==> config.mk <==
export PLATFORM = sky130hd
export DESIGN_NAME = counter_bank
export DESIGN_NICKNAME = d
export VERILOG_FILES = /design/src/rtl/counter_bank.sv
export SDC_FILE = /design/constraint.sdc
export NUM_CORES = 1
export LEC_CHECK = 0
export CAP_MARGIN = 0
export CORE_MARGIN = 4
export CORE_UTILIZATION = 47
export DETAILED_ROUTE_END_ITERATION = 6
export PLACE_DENSITY = 0.78
export SKIP_CTS_REPAIR_TIMING = 1
export SYNTH_ARGS = -nofsm -noshare
export SYNTH_HDL_FRONTEND = slang
export SYNTH_SLANG_ARGS = --single-unit
==> constraint.sdc <==
create_clock -name clk -period 3.3 [get_ports clk]
set_clock_uncertainty 0.2 [all_clocks]
set_input_delay 0.66 -clock clk [delete_from_list [all_inputs] [get_ports clk]]
set_output_delay 0.66 -clock clk [all_outputs]
set_load 0.01 [all_outputs]
==> src/rtl/counter_bank.sv <==
// counter_bank: NCH independent up/down event counters sharing one terminal value.
//
// Parameters
//   WL  - counter width per channel (>= 2)
//   NCH - number of channels (>= 1)
//   SAT - 0: wrap at the terminal value, 1: saturate there (all channels)
//
// Ports
//   clk      in   clock, all state updates on the rising edge
//   rst      in   synchronous active-high reset of every channel
//   cnt_en   in   per-channel count enable (level, one step per enabled cycle)
//   cnt_rst  in   per-channel synchronous clear of the count
//   cnt_dn   in   per-channel direction, 0 = up, 1 = down
//   ld_en    in   per-channel parallel load strobe
//   ld_val   in   load values, channel i at [i*WL +: WL]
//   max_val  in   shared terminal value, count range 0..max_val
//   ovf_clr  in   per-channel sticky overflow clear
//   cnt      out  registered counts, channel i at [i*WL +: WL]
//   tc       out  registered terminal-count pulse
//   ovf      out  sticky overflow/underflow flags
//   any_ovf  out  OR of all ovf bits
module counter_bank #(
    parameter int unsigned WL  = 16,
    parameter int unsigned NCH = 4,
    parameter int unsigned SAT = 0
) (
    input  logic                clk,
    input  logic                rst,
    input  logic [NCH-1:0]      cnt_en,
    input  logic [NCH-1:0]      cnt_rst,
    input  logic [NCH-1:0]      cnt_dn,
    input  logic [NCH-1:0]      ld_en,
    input  logic [NCH*WL-1:0]   ld_val,
    input  logic [WL-1:0]       max_val,
    input  logic [NCH-1:0]      ovf_clr,
    output logic [NCH*WL-1:0]   cnt,
    output logic [NCH-1:0]      tc,
    output logic [NCH-1:0]      ovf,
    output logic                any_ovf
);

    localparam bit Saturate = (SAT != 0);

    logic [NCH*WL-1:0] cnt_q, cnt_d;
    logic [NCH-1:0]    tc_q, tc_d;
    logic [NCH-1:0]    ovf_q, ovf_d;

    logic [WL-1:0] cur;
    logic [WL-1:0] nxt;
    logic [WL-1:0] ld_c;
    logic          term;

    always_comb begin
        cnt_d = cnt_q;
        tc_d  = '0;
        ovf_d = ovf_q;
        cur   = '0;
        nxt   = '0;
        ld_c  = '0;
        term  = 1'b0;
        for (int i = 0; i < NCH; i++) begin
            cur  = cnt_q[i*WL +: WL];
            ld_c = ld_val[i*WL +: WL];
            nxt  = cur;
            term = 1'b0;
            if (cnt_rst[i]) begin
                nxt = '0;
            end else if (ld_en[i]) begin
                // Loads are clamped into range and never raise an event.
                nxt = (ld_c > max_val) ? max_val : ld_c;
            end else if (cnt_en[i]) begin
                if (!cnt_dn[i]) begin
                    // cur may exceed max_val after max_val was lowered; that is terminal too.
                    if (cur >= max_val) begin
                        term = 1'b1;
                        nxt  = Saturate ? max_val : '0;
                    end else begin
                        nxt = cur + WL'(1);
                    end
                end else begin
                    // Above max_val a down count just steps toward the range.
                    if (cur == '0) begin
                        term = 1'b1;
                        nxt  = Saturate ? '0 : max_val;
                    end else begin
                        nxt = cur - WL'(1);
                    end
                end
            end
            cnt_d[i*WL +: WL] = nxt;
            tc_d[i]           = term;
            // A new event wins over a simultaneous clear.
            if (term) begin
                ovf_d[i] = 1'b1;
            end else if (ovf_clr[i]) begin
                ovf_d[i] = 1'b0;
            end
        end
    end

    always_ff @(posedge clk) begin
        if (rst) begin
            cnt_q <= '0;
            tc_q  <= '0;
            ovf_q <= '0;
        end else begin
            cnt_q <= cnt_d;
            tc_q  <= tc_d;
            ovf_q <= ovf_d;
        end
    end

    assign cnt     = cnt_q;
    assign tc      = tc_q;
    assign ovf     = ovf_q;
    assign any_ovf = |ovf_q;

endmodule

==> results of run 1 <==
[flip-flops by register name (all words and copies together) (netlist names)]
signal / count
ovf: 4
cnt: 64
tc: 4
[cells in the mapped netlist, types with 20 or more instances]
cell	count
inv_1	45
clkbuf_1	79
nand2_1	89
a21oi_1	97
a221oi_1	31
dfxtp_1	72
nand4_1	30
xnor2_1	37
xor2_1	37
ha_1	140
nor3_1	31
o211ai_1	20
mux2i_1	51
nand3_1	53
nor2_1	80
a211oi_1	56
o21ai_0	114
[per-stage QoR]
| stage | TNS [ps] | area [sq um] | setup WS, ps |
|---|---|---|---|
| 6_report | 0 | 13400 | 48.1 |
| 5_1_grt | -39.1 | 13400 | -15.1 |
| 4_1_cts | -3850 | 13100 | -262 |
| 3_5_place_dp | -27060 | 12800 | -602 |
| 3_3_place_gp | -23630 | 12800 | -495 |
| 2_1_floorplan | 0 | 9820 | 14.7 |
[kinds of logic after synthesis]
kind of cell | share of synthesized area, %
AO/OA/AOI/OAI | 28.5
AND/OR/NAND/NOR | 20.8
buffers and inverters | 6.25
adder cells (fa/ha/maj) | 17.9
XOR/XNOR | 6.60
flip-flops | 14.7
multiplexers | 5.32
[layout by cell type (no fill, tap or decap), types with 8 or more instances in the layout]
cell / n
buf_4: 171
clkdlybuf4s50_1: 165
ha_1: 139
o21ai_0: 99
a21oi_1: 95
nand2_1: 89
nor2_1: 80
dfxtp_1: 72
nand3_1: 53
a211oi_1: 53
mux2i_1: 44
xnor2_1: 37
xor2_1: 37
inv_1: 35
nand4_1: 30
nor3_1: 30
a221oi_1: 28
o211ai_1: 20
a21o_1: 16
nor4_1: 15
o21ai_1: 12
and3_1: 11
or4_1: 10
clkbuf_16: 10
inv_2: 9
or3_1: 9
a31oi_1: 9
dlymetal6s2s_1: 9
and4_1: 8
[routing by layer]
metal	wire length (um)	track usage, %
met3	4630	7.02
met5	13	0
met4	2320	17.4
met2	17400	49.3
met1	16000	42.9
[power groups by stage]
stage	logic (mW)	clock network, mW	registers, mW
6_report	2.05	0.981	1.00
5_1_grt	2.22	1.00	1.01
4_1_cts	1.93	0.972	0.998
3_5_place_dp	1.92	0	1.02
3_3_place_gp	1.88	0	1.02
2_1_floorplan	1.12	0	1.01
[layout make-up]
cell class,instances,area [sq um]
Clock buffer,13,270
Clock inverter,3,15.0
Fill cell,1733,6920
Inverter,45,171
Multi-Input combinational cell,1083,8010
Sequential cell,72,1440
Tap cell,270,338
Timing Repair Buffer,354,3200
[worst max-delay path by stage]
stage / start / endpoint / slack [ps]
after floorplan: max_val[12] / cnt[60]$_SDFFE_PP0P_ / 10
after global placement: max_val[11] / cnt[60]$_SDFFE_PP0P_ / -490
after detailed placement: max_val[11] / cnt[14]$_SDFFE_PP0P_ / -600
after CTS: max_val[11] / cnt[14]$_SDFFE_PP0P_ / -260
after global routing: max_val[8] / cnt[10]$_SDFFE_PP0P_ / -20
final: max_val[13] / cnt[11]$_SDFFE_PP0P_ / 50
==> results by group, run 1 <==
Detailed routing
  • Iteration-0 DRC Markers: 1236
  • Mean routed wirelength per cell: 22.0 um
  • Via count: 11900
  • Post-Route WL: 40.4 mm
  • Antenna-violating nets left: 0
  • DRT Pass-1 Iters: 5
  • Vias/cell: 6.49
  • DRC viols: 0

Synthesis
  • Register area share after synthesis: 14.7%
  • Yosys top cell area share: 17.9%
  • Netlist cell types: 74
  • Synthesized net count: 1545
  • Async S/R FF share, synth: 0%
  • Yosys warning total: 0
  • Main synth FF type: dfxtp_1
  • Yosys reg bits: 72
  • EDFF count, synth: 0
  • Dominant cells by area after synthesis: ha_1, dfxtp_1, o21ai_0
  • Syn_area_per_cell: 7.53 sq um
  • Largest area contributor in the netlist: ha_1
  • Synthesized area: 0.00981 sq mm
  • Cells after Synth: 1303

Critical path
  • Largest stage delay, worst path: 570 ps
  • Reg2Reg Capture Point: cnt[57]$_SDFFE_PP0P_
  • Setup crit end kind: flop
  • Number of buffers and inverters on the critical path: 3
  • Worst path cell trace: clkdlybuf4s50_1 -> inv_4 -> ha_4 -> nand4_1 -> or4_4 -> or3_4 -> and2_4 -> buf_4 -> o21ai_1 -> a211oi_1
  • Critical-path top delay cell: or4_4
  • Worst endpoint data arrival time: 3260 ps
  • Worst-path maximum fanout: 11
  • CP Launch Type: input port
  • WP data required: 3310 ps
  • Critical path class: input port to flop
  • CP top delay family: simple AND/OR/NAND/NOR gates
  • Worst path depth: 10
  • Worst Reg-to-Reg Cells: 9
  • Reg2Reg Setup Slack: 110 ps
  • Reg2Reg Launch Point: cnt[48]$_SDFFE_PP0P_

STA
  • Worst-Margin Slew: 664 ps
  • Crit path time final: 3250 ps
  • Endpoints failing setup: 0
  • Crit share post-route: 98.5%
  • Final hold slack: 276 ps
  • Max-slew violation count: 0
  • Max frequency: 308 MHz
  • Final hold violation count: 0
  • Slew headroom: 54.6%

Layout
  • Ant diodes: 0
  • Final net count: 1807
  • Area delta synth->final: 37.0%
  • Share of layout cells above drive strength 1: 17.1%
  • Fin cells: 1840
  • Final core utilization: 66.0%

Floorplan
  • Rows: 52
  • Die width: 152 um
  • Total core area: 0.0204 sq mm
  • Total I/O pin count: 175
  • Initial Util: 48.2%
  • Die Area: 0.0233 sq mm
  • Vert. Die Dim: 152 um

CTS
  • Num CTS Buffers: 9
  • H-Tree Depth: 3
  • Clock sinks: 72
  • Clk buf depth: 2
  • CTS tree: done
  • Worst-Skew Late Latency: 350 ps
  • Clock slew at reported path FFs: 60 ps
  • Root buffer cell: clkbuf_16

Power
  • Switching share of power: 39.8%
  • Int Pwr: 2.43 mW
  • Gate power share: 50.9%
  • Worst VDD drop: 0.241 mV
  • PwrDens: 300 mW/mm^2
  • Power Total: 4.04 mW
  • Clock power share: 24.3%
  • Static leakage: 5.77 nW
  • Switching power: 1.61 mW
  • Seq pwr share: 24.8%

GRT
  • Vias in the first global route: 11000
  • Initial antenna violation count: 1
  • Global Route Usage Sum: 32.4%
  • Largest net degree at the start of global routing: 34
  • GRT overflow: 0
  • Global-route wire length before repair: 61.1 mm

Run status
  • Status: finished clean

Flow run
  • Max-Cap Viols: 0

Placed design
  • PortBufs: 174
  • Routability congestion estimate: 1.02
  • Post-DP HPWL: 31.0 mm
  • Placed cells: 1820

Worst hold path
  • Hold Path Stages: 1
  • Hold Crit Start: ovf[1]$_SDFFE_PP0P_
  • HP Class: flop to flop
  • Hold endpoint: ovf[1]$_SDFFE_PP0P_
(Power assumes the default switching activity.)
==> inputs of run 2 (changes only) <==
- MAX_ROUTING_LAYER: not set -> met4
==> run 2 against run 1 <==
The flow now finishes with violations (design-rule violations). First-iteration DRC count fell by 8.3%. Critical path type unchanged. Non-clock buffer count is the same. Sequential power about the same. Sequential cell count did not move. Global-route usage grew 2.3 points. Setup slack got worse by 20 ps.
==> results by group, run 2 (synthesis results as in run 1) <==
Run status
  • Status: complete, but fails checks
  • Violated checks: design-rule violations

GRT
  • Largest net degree at the start of global routing: 34
  • GRT overflow: 0
  • Vias in the first global route: 11300
  • Global-route wire length before repair: 63.3 mm
  • Global Route Usage Sum: 34.7%
  • Initial antenna violation count: 0

STA
  • Crit path time final: 3270 ps
  • Max-slew violation count: 0
  • Final hold slack: 292 ps
  • Final hold violation count: 0
  • Endpoints failing setup: 0
  • RSZ-0062 raised after global routing: true
  • TNS Setup: 0 ps
  • Slew headroom: 45.6%
  • Max frequency: 306 MHz
  • Worst-Margin Slew: 816 ps
  • Crit share post-route: 99.2%

Power
  • PwrDens: 310 mW/mm^2
  • Static leakage: 5.80 nW
  • Worst VDD drop: 0.247 mV

Placed design
  • Routability congestion estimate: 1.01
  • Post-DP HPWL: 31.6 mm
  • PortBufs: 174

Detailed routing
  • Mean routed wirelength per cell: 22.8 um
  • Antenna-violating nets left: 0
  • Via count: 12000
  • Iteration-0 DRC Markers: 1134
  • DRT Pass-1 Iters: 7
  • DRC viols: 1
  • Vias/cell: 6.52
  • Post-Route WL: 41.9 mm

CTS
  • Clock sinks: 72
  • Num CTS Buffers: 9
  • Clock slew at reported path FFs: 60 ps
  • Clk buf depth: 2
  • H-Tree Depth: 3
  • CTS tree: done
  • Worst-Skew Late Latency: 350 ps
  • Root buffer cell: clkbuf_16

Layout
  • Most common cell after layout, fill and taps aside: buf_4
  • Share of layout cells above drive strength 1: 17.7%
  • Final net count: 1807
  • Area delta synth->final: 38.5%
  • Commonest cells after routing, fill and taps aside: buf_4, clkdlybuf4s50_1, ha_1
  • Largest register FFs: 64
  • Ant diodes: 0
  • Final core utilization: 66.8%

Critical path
  • WP data required: 3400 ps
  • Worst-path maximum fanout: 10
  • Worst Reg-to-Reg Cells: 9
  • Reg2Reg Setup Slack: 190 ps
  • Critical Path End: ovf[0]$_SDFFE_PP0P_
  • Setup crit end kind: flop
  • Critical path class: input port to flop
  • CP Launch Type: input port
  • Reg2Reg Launch Point: cnt[48]$_SDFFE_PP0P_
  • Reg2Reg Capture Point: cnt[50]$_SDFFE_PP0P_
  • Worst setup path start: max_val[12]
  • Worst endpoint data arrival time: 3370 ps

Floorplan
  • Vert. Die Dim: 152 um
  • Total I/O pin count: 175
  • Initial Util: 48.2%
  • Die width: 152 um
  • Rows: 52
  • Total core area: 0.0204 sq mm
  • Die Area: 0.0233 sq mm

Worst hold path
  • HP Class: flop to flop

Flow run
  • Max-Cap Viols: 0
run 2: cell types whose count changed in the layout (fill, tap and decap cells not counted), sizes merged:
| cell | change |
|---|---|
| buf | +1 |
| bufinv | +2 |
| clkbuf | -4 |
| clkdlybuf4s50 | -2 |
| clkinv | -1 |
| clkinvlp | +1 |
| dlymetal6s2s | +2 |
run 2: per-stage QoR:
stage                     std cells  instance area, sq um  total power, mW  worst slack (ps)
after global placement         1817                 12800             2.92              -497
after detailed placement       1817                 12800             2.95              -565
final                          1839                 13600             4.21              27.6
after CTS                      1832                 13100             4.06              -283
after global routing           1839                 13600             4.41             -89.5
after floorplan                1303                  9820             2.13              14.7
run 2: final cells by class:
cell class,count,area [sq um]
timing repair buffer,354,3190
multi-input combinational,1083,8130
fill,1757,6770
clock inverter,5,81.3
inverter,45,174
clock buffer,10,239
sequential,72,1440
tap,270,338
run 2: worst max-delay path, cell delays in order:
cell,delay [ps]
clkdlybuf4s50_1,500
inv_2,70
buf_4,150
ha_4,280
and3_4,210
nand3_1,120
a21o_1,230
o21ai_2,210
buf_4,210
nand2_1,80
nor3_1,500
a21o_1,140
run 2: worst min-delay path by stage:
stage,start,endpoint,slack (ps),cells after the start
after global placement,ovf[1]$_SDFFE_PP0P_,ovf[1]$_SDFFE_PP0P_,260,1
after CTS,ovf[2]$_SDFFE_PP0P_,ovf[2]$_SDFFE_PP0P_,300,1
after detailed placement,ovf[2]$_SDFFE_PP0P_,ovf[2]$_SDFFE_PP0P_,280,1
final,ovf[2]$_SDFFE_PP0P_,ovf[2]$_SDFFE_PP0P_,290,1
after floorplan,ovf[0]$_SDFFE_PP0P_,ovf[0]$_SDFFE_PP0P_,310,1
after global routing,ovf[1]$_SDFFE_PP0P_,ovf[1]$_SDFFE_PP0P_,310,1
run 2: power by group:
part	total (mW)	leakage [nW]	switching, mW	internal (mW)
Clock	1.11	0.155	0.429	0.679
Sequential	1.01	0.590	0.0920	0.919
Combinational	2.09	5.06	1.13	0.958
Total	4.21	5.80	1.65	2.56
run 2: metal layers:
layer	track usage (%)	routed length, um	share of wire [%]	up-vias
li1	-	-	-	5509
met1	45.2	16600	40	5527
met2	52.7	18500	44	784
met3	6.31	4550	11	163
met4	15.2	2290	5.5	0
met5	-	0	0	-
==> inputs of run 3 (changes only) <==
- GPL_TIMING_DRIVEN: not set -> 0
==> run 3 against run 2 <==
The run ends with negative setup slack left. Routed wire length shrank 2.1%. Final cell count down 1.8%. Critical path depth unchanged. First-iteration DRC count rose by 13%. Non-clock buffer count down 35. Critical endpoint is now cnt[55]$_SDFFE_PP0P_. Combinational power decreased by 7%.
==> results by group, run 3 (synthesis results as in run 1) <==
Placed design
  • Placed cells: 1738
  • Routability congestion estimate: 1.02
  • PortBufs: 165
  • Post-DP HPWL: 29.9 mm
  • DP Area: 0.0118 sq mm
  • Post-Place Worst Slack: -1770 ps

STA
  • Crit share post-route: 101%
  • Endpoints failing setup: 1
  • Max-slew violation count: 0
  • Final hold slack: 275 ps
  • Final hold violation count: 0
  • Slew headroom: 39.4%
  • Worst-Margin Slew: 907 ps
  • Crit path time final: 3340 ps
  • TNS Setup: -35.0 ps
  • Max frequency: 300 MHz
  • Post-layout worst setup margin: -35.0 ps

GRT
  • Initial antenna violation count: 0
  • GRT overflow: 0
  • Global Route Usage Sum: 33.4%
  • Vias in the first global route: 11000
  • Global-route wire length before repair: 60.7 mm
  • Largest net degree at the start of global routing: 14

Critical path
  • Critical path class: input port to flop
  • Reg2Reg Setup Slack: 20 ps
  • Number of buffers and inverters on the critical path: 5
  • Worst-path maximum fanout: 10
  • Worst path cell trace: buf_2 -> clkinvlp_4 -> buf_4 -> buf_4 -> ha_1 -> a21oi_1 -> a2111oi_0 -> a21oi_1 -> a21o_2 -> clkbuf_4 -> mux2i_1 -> a211oi_2
  • Worst endpoint data arrival time: 3350 ps
  • Critical-path top delay cell: a2111oi_0
  • CP Launch Type: input port
  • Worst Reg-to-Reg Cells: 10
  • CP top delay family: buffers and inverters
  • WP data required: 3310 ps
  • Reg2Reg Launch Point: cnt[0]$_SDFFE_PP0P_
  • Reg2Reg Capture Point: cnt[5]$_SDFFE_PP0P_
  • Setup crit end kind: flop
  • Largest stage delay, worst path: 400 ps

Floorplan
  • Die Area: 0.0233 sq mm
  • Total I/O pin count: 175
  • Rows: 52
  • Die width: 152 um
  • Initial Util: 48.2%
  • Total core area: 0.0204 sq mm
  • Vert. Die Dim: 152 um

Detailed routing
  • Vias/cell: 6.56
  • Mean routed wirelength per cell: 22.7 um
  • Antenna-violating nets left: 0
  • DRC viols: 0
  • DRT Pass-1 Iters: 6
  • Post-Route WL: 41.0 mm
  • Iteration-0 DRC Markers: 1281
  • Via count: 11800

Layout
  • Area delta synth->final: 31.2%
  • Ant diodes: 0
  • Fin area: 0.0129 sq mm
  • Share of layout cells above drive strength 1: 12.5%
  • Fin cells: 1805
  • Commonest cells after routing, fill and taps aside: clkdlybuf4s50_1, ha_1, o21ai_0
  • Final net count: 1772
  • Final core utilization: 63.2%
  • Most common cell after layout, fill and taps aside: clkdlybuf4s50_1
  • Largest register FFs: 64

Worst hold path
  • Hold Path Stages: 1
  • HP Class: flop to flop
  • Hold Crit Start: ovf[1]$_SDFFE_PP0P_
  • Hold endpoint: ovf[1]$_SDFFE_PP0P_

Power
  • Switching power: 1.64 mW
  • Static leakage: 5.25 nW
  • Clock power share: 27.3%
  • Switching share of power: 40.3%
  • Power Total: 4.07 mW
  • Gate power share: 47.9%
  • PwrDens: 316 mW/mm^2
  • Int Pwr: 2.43 mW
  • Worst VDD drop: 0.258 mV
  • Seq pwr share: 24.8%

Flow run
  • Max-Cap Viols: 0

CTS
  • Root buffer cell: clkbuf_16
  • Worst-Skew Late Latency: 360 ps
  • CTS tree: done
  • Num CTS Buffers: 9
  • Clk buf depth: 2
  • Clock sinks: 72
  • Clock slew at reported path FFs: 60 ps
  • H-Tree Depth: 3

Run status
  • Status: complete, but fails checks
  • Violated checks: negative setup slack
==> run 3: changes by cell type in the layout (fill, tap and decap cells not counted), moves of 9 or more <==
cell | previous run | this run
o21ai_1 | 11 | 2
clkdlybuf4s50_1 | 163 | 151
clkinvlp_4 | 1 | 11
buf_2 | 1 | 15
clkbuf_1 | 0 | 63
o21ai_0 | 98 | 111
buf_4 | 168 | 58
==> run 3: worst max-delay path by stage <==
stage | startpoint | end | slack, ps | depth (start not counted)
floorplan | max_val[12] | cnt[60]$_SDFFE_PP0P_ | 10 | 11
global placement | max_val[7] | cnt[41]$_SDFFE_PP0P_ | -1780 | 10
detailed placement | max_val[11] | cnt[55]$_SDFFE_PP0P_ | -1770 | 11
CTS | max_val[11] | cnt[55]$_SDFFE_PP0P_ | -1410 | 11
global route | max_val[7] | cnt[26]$_SDFFE_PP0P_ | -50 | 12
finish | max_val[3] | cnt[55]$_SDFFE_PP0P_ | -40 | 12
==> run 3: cell type report <==
| type | count | area, sq um |
|---|---|---|
| fill | 1830 | 7490 |
| buffer | 98 | 463 |
| sequential | 72 | 1440 |
| tap | 270 | 338 |
| inverter | 45 | 213 |
| clock buffer | 9 | 225 |
| timing repair buffer | 221 | 2070 |
| clock inverter | 7 | 96.3 |
| multi-input combinational | 1083 | 8030 |
==> run 3: per-layer routing <==
layer	vias to the layer above	GRT usage, %	wire [um]	part of all wire, %
met5	-	-	0	0
met4	0	17.7	2440	5.9
met3	191	7.02	4850	12
met2	816	50.8	17900	44
met1	5403	41.8	15900	39
li1	5430	-	-	-
==> run 3: worst register-to-register path: cells and delay by family, from the launching register on <==
| kind | cells | cell delay (ps) |
|---|---|---|
| AOI/OAI and AO/OA | 5 | 1470 |
| DFF | 1 | 540 |
| buffers and inverters | 2 | 430 |
| adders and majority gates | 1 | 310 |
| and+or+nand+nor | 2 | 210 |
==> run 3: power by group through the flow <==
stage / Combinational [mW] / Clock, mW / Sequential [mW]
after floorplan: 1.12 / 0 / 1.01
after global placement: 1.71 / 0 / 1.02
after detailed placement: 1.73 / 0 / 1.02
after CTS: 1.75 / 1.11 / 1.00
after global routing: 2.11 / 1.14 / 1.01
final: 1.95 / 1.11 / 1.01
